## config.mk

```make
export PLATFORM = sky130hd
export DESIGN_NAME = wb_seg_stat_reg
export DESIGN_NICKNAME = d
export VERILOG_FILES = /design/src/rtl/wb_seg_stat_reg.sv
export SDC_FILE = /design/constraint.sdc
export NUM_CORES = 1
export LEC_CHECK = 0
export CAP_MARGIN = 20
export CORE_MARGIN = 4
export CORE_UTILIZATION = 44
export DETAILED_ROUTE_END_ITERATION = 6
export GPL_TIMING_DRIVEN = 0
export PLACE_DENSITY = 0.89
export SYNTH_ARGS = -nofsm -noshare
export SYNTH_HDL_FRONTEND = slang
export SYNTH_SLANG_ARGS = --single-unit
```

## constraint.sdc

```tcl
create_clock -name clk -period 6.9 [get_ports clk]
set_clock_uncertainty 0.2 [all_clocks]
set_input_delay 1.035 -clock clk [delete_from_list [all_inputs] [get_ports clk]]
set_output_delay 1.035 -clock clk [all_outputs]
set_load 0.01 [all_outputs]
```

## src/rtl/wb_seg_stat_reg.sv

```systemverilog
// MEM/WB write-back segment register: load extension, bubble/flush handling and
// optional data-cache statistics counters, enabled by defining WB_STAT_EN.
module wb_seg_stat_reg #(
  parameter int XLEN  = 32,
  parameter int CNT_W = 32
) (
  input  logic             clk,
  input  logic             rst,
  input  logic             bubbleW,
  input  logic             flushW,
  input  logic             wb_select,
  input  logic [2:0]       load_type,
  input  logic [XLEN-1:0]  addr,
  input  logic [XLEN-1:0]  mem_rd_data,
  input  logic [XLEN-1:0]  CSR_result_MEM,
  input  logic             rd_req,
  input  logic             wr_req,
  input  logic             cache_miss,
  input  logic [1:0]       stat_sel,
  input  logic             stat_clr,
  output logic [XLEN-1:0]  data_WB,
  output logic [XLEN-1:0]  CSRWB,
  output logic [CNT_W-1:0] stat_value
);

  logic            wb_select_reg;
  logic [2:0]      load_type_reg;
  logic [XLEN-1:0] addr_reg;
  logic [XLEN-1:0] csr_reg;
  logic            flush_reg;
  logic            bubble_reg;
  logic [XLEN-1:0] data_hold_reg;
  logic [XLEN-1:0] csr_hold_reg;
  logic [7:0]      byte_sel;
  logic [15:0]     half_sel;
  logic [XLEN-1:0] load_ext;

  always_ff @(posedge clk or posedge rst) begin
    if (rst) begin
      wb_select_reg <= 1'b0;
      load_type_reg <= 3'd0;
      addr_reg      <= '0;
      csr_reg       <= '0;
      flush_reg     <= 1'b0;
      bubble_reg    <= 1'b0;
      data_hold_reg <= '0;
      csr_hold_reg  <= '0;
    end else begin
      wb_select_reg <= wb_select;
      load_type_reg <= load_type;
      addr_reg      <= addr;
      csr_reg       <= CSR_result_MEM;
      flush_reg     <= flushW;
      bubble_reg    <= bubbleW;
      // Remember what was presented so a bubble can replay it indefinitely.
      data_hold_reg <= data_WB;
      csr_hold_reg  <= CSRWB;
    end
  end

  // The cache word arrives one cycle after the request, so it is aligned
  // against the registered address rather than the live one.
  always_comb begin
    byte_sel = 8'h00;
    case (addr_reg[1:0])
      2'd0: byte_sel = mem_rd_data[7:0];
      2'd1: byte_sel = mem_rd_data[15:8];
      2'd2: byte_sel = mem_rd_data[23:16];
      2'd3: byte_sel = mem_rd_data[31:24];
      default: byte_sel = 8'h00;
    endcase
    half_sel = addr_reg[1] ? mem_rd_data[31:16] : mem_rd_data[15:0];
    case (load_type_reg)
      3'd0:    load_ext = '0;
      3'd1:    load_ext = {{(XLEN-8){byte_sel[7]}}, byte_sel};
      3'd2:    load_ext = {{(XLEN-16){half_sel[15]}}, half_sel};
      3'd4:    load_ext = {{(XLEN-8){1'b0}}, byte_sel};
      3'd5:    load_ext = {{(XLEN-16){1'b0}}, half_sel};
      default: load_ext = mem_rd_data;
    endcase
  end

  always_comb begin
    data_WB = '0;
    CSRWB   = '0;
    if (bubble_reg) begin
      data_WB = data_hold_reg;
      CSRWB   = csr_hold_reg;
    end else if (!flush_reg) begin
      data_WB = wb_select_reg ? load_ext : addr_reg;
      CSRWB   = csr_reg;
    end
  end

`ifdef WB_STAT_EN
  logic             req_d;
  logic             miss_d;
  logic             rd_d;
  logic [3:0]       inc;
  logic [CNT_W-1:0] cnt [4];

  // Index order matches stat_sel: accesses, misses, stall cycles, loads.
  assign inc[0] = (rd_req | wr_req) & ~req_d;
  assign inc[1] = cache_miss & ~miss_d;
  assign inc[2] = cache_miss;
  assign inc[3] = rd_req & ~rd_d;

  always_ff @(posedge clk or posedge rst) begin
    if (rst) begin
      req_d  <= 1'b0;
      miss_d <= 1'b0;
      rd_d   <= 1'b0;
    end else begin
      req_d  <= rd_req | wr_req;
      miss_d <= cache_miss;
      rd_d   <= rd_req;
    end
  end

  genvar gi;
  generate
    for (gi = 0; gi < 4; gi++) begin : g_cnt
      logic [CNT_W-1:0] count_reg;
      always_ff @(posedge clk or posedge rst) begin
        if (rst) begin
          count_reg <= '0;
        end else if (stat_clr) begin
          count_reg <= '0;
        end else if (inc[gi] && (count_reg != {CNT_W{1'b1}})) begin
          count_reg <= count_reg + 1'b1;
        end
      end
      assign cnt[gi] = count_reg;
    end
  endgenerate

  always_ff @(posedge clk or posedge rst) begin
    if (rst) begin
      stat_value <= '0;
    end else begin
      stat_value <= cnt[stat_sel];
    end
  end
`else
  logic unused_stat_inputs;
  assign unused_stat_inputs = ^{stat_sel, stat_clr, rd_req, wr_req, cache_miss};
  assign stat_value = '0;
`endif

endmodule

```

==> flow_metrics.tcl <==
set metrics [dict create \
    hpwl_mm 11.7 \
    drt_iter0_drc 234 \
    start_util 0.448 \
    postRouteWirelength_mm 16.2 \
    synth.most_common_cell "dfrtp_1" \
    relSlewSlack 0.494 \
    synth.top_cells.by_count "dfrtp_1 (134), buf_4 (36), a22o_1 (31)" \
    synth_edf_count 0 \
    syn_to_final_growth_pct 48.3 \
    grt_antenna_before_repair 0 \
    hp-class "flip-flop to flip-flop" \
    drv_cap 0 \
    cts_resized 0 \
    tns_ns 0 \
    finalNonFillerCells 805 \
    grt_usage 0.239 \
    portBuffers 167 \
    synthArstFlopShare 1.00 \
    crit_arrival_ns 3.45 \
    synth.top_cell.area_share 0.626 \
    required_ns 5.66 \
    worstPathMaxFanout 10 \
    grt_pass1_vias 4793 \
    ff_latch_area_um2 3350 \
    hold_viol_final 0 \
    placed_area_um2 7360 \
    path_clk_slew_ns 0.06 \
    dieArea_um2 14000 \
    rsz0062_at_grt "false" \
    die_y_um 118 \
    row_count 40 \
    synth_top_flop_cell "dfrtp_1" \
    final_cell_area_um2 7950 \
    critPathKind "input port to primary output" \
    p_total_mw 2.08 \
    wl_per_cell_um 20.1 \
    cts_tree "built" \
    cts_buffers 17 \
    root_buffer "clkbuf_16" \
    multi_input_area_um2 1710 \
    p_leak_nw 3.55 \
    postSynthCellCount 428 \
    clk_path_buf_depth 2 \
    grt_overflow_total 0 \
    fin_crit_ns 4.68 \
    drive_gt1_frac 0.150 \
    ant_nets 0 \
    finish.net_count 756 \
    p_per_area_nw_per_um2 262 \
    cts_max_level 4 \
    cp-end-kind "primary output" \
    synth-seq-area-share 0.626 \
    slew_viol_final 0 \
    grt_max_degree 88 \
    ys_types 41 \
    yosys-top-cells-area "dfrtp_1 (63%), a22o_1 (5.1%), buf_4 (5.0%)" \
    cts.sinks 134 \
    dp.cells 774 \
    grt_pass1_wl_mm 25.7 \
    yosysWarnings 0 \
    cts_hold_buffers 0 \
    synth_area_um2 5360 \
    fillers 833 \
    synth_area_leader_cell "dfrtp_1" \
    pin_count 206 \
    coreArea_um2 12000 \
    antenna_cells 0 \
    start_kind "input port" \
    remaining_drc_errors 0 \
    gp_congestion 0.882 \
    clk_latency_ns 0.42 \
    die_w_um 118 \
    dr_total_vias 4364 \
    cts_setup_buffers 0 \
    drtPass1Iterations 5 \
    viasPerCell 5.42 \
    setup_viol 0 \
    fin_crit_sh 0.679 \
    status "completed" \
    syn_avg_cell_area_um2 12.5 \
    synth-seq-cells 134 \
    ir_drop_mv 0.203 \
    max_freq_ghz 0.213 \
    tightest_slew_ns 0.756 \
]
-- path summary, 6_finish.rpt --
path                              startpoint                 to  slack (ns)  cells past startpoint
setup / recovery             mem_rd_data[23]        data_WB[28]        2.22                      7
hold / removal             data_hold_reg[14]  data_hold_reg[14]        0.29                      1
setup reg to reg               wb_select_reg   data_hold_reg[7]        4.57                      5
hold reg to reg            data_hold_reg[14]  data_hold_reg[14]        0.29                      1
max in group asynchronous                rst       addr_reg[10]        4.92                      3
min in group asynchronous                rst         csr_reg[5]        0.82                      2
-- critical path, stage by stage --
cell and delay, ns:
clkdlybuf4s50_1 0.62, mux2i_1 0.12, nor3_1 0.34, a221oi_4 0.12, buf_4 0.21, o31ai_1 0.39
clkdlybuf4s50_1 0.62
-- through the flow --
step,setup WS [ns],util,hold WS (ns)
5_1_grt,2.11,0.665,0.309
6_report,2.22,0.665,0.287
4_1_cts,2.25,0.665,0.286
3_3_place_gp,0.629,0.613,0.261
2_1_floorplan,2.08,-,0.309
3_5_place_dp,2.27,0.616,0.271
-- power breakdown --
| part | switching, mW | internal (mW) | total (mW) |
|---|---|---|---|
| combinational | 0.155 | 0.173 | 0.328 |
| sequential | 0.0213 | 0.841 | 0.862 |
| clock | 0.346 | 0.543 | 0.889 |
-- layout make-up --
cell class                      count  area share
Buffer                             62      0.0483
Tap cell                          147      0.0231
Inverter                            9     0.00488
Timing Repair Buffer              168       0.214
Multi-Input combinational cell    254       0.215
Clock buffer                       18      0.0552
Sequential cell                   134       0.422
Clock inverter                     13      0.0184
-- placed cells by master (no fill, tap or decap), types with 9 or more instances in the layout --
| master | n |
|---|---|
| clkdlybuf4s50_1 | 167 |
| dfrtp_1 | 134 |
| buf_4 | 36 |
| conb_1 | 32 |
| a22o_1 | 31 |
| nor2_1 | 26 |
| a22oi_1 | 25 |
| nand2_1 | 19 |
| clkbuf_1 | 18 |
| o21ai_0 | 18 |
| o31ai_1 | 17 |
| clkbuf_16 | 17 |
| mux2i_1 | 9 |
-- cell families (layout without fill, tap and decap cells) --
family / Yosys count / count (layout) / synth area share
buffers and inverters: 71 / 270 / 0.0780
multiplexers: 18 / 18 / 0.0378
other: 1 / 32 / 0.000700
AO/OA/AOI/OAI: 136 / 136 / 0.195
flip-flops: 134 / 134 / 0.626
AND/OR/NAND/NOR: 68 / 68 / 0.0628
-- metal layers --
layer / global-route usage / up-vias / routed length [um]
met5: 0 / - / 0
met4: 0.0963 / 0 / 473
met3: 0.111 / 44 / 1740
met2: 0.396 / 254 / 7870
met1: 0.268 / 2122 / 6090
li1: - / 1944 / -
(Power assumes the default switching activity.)
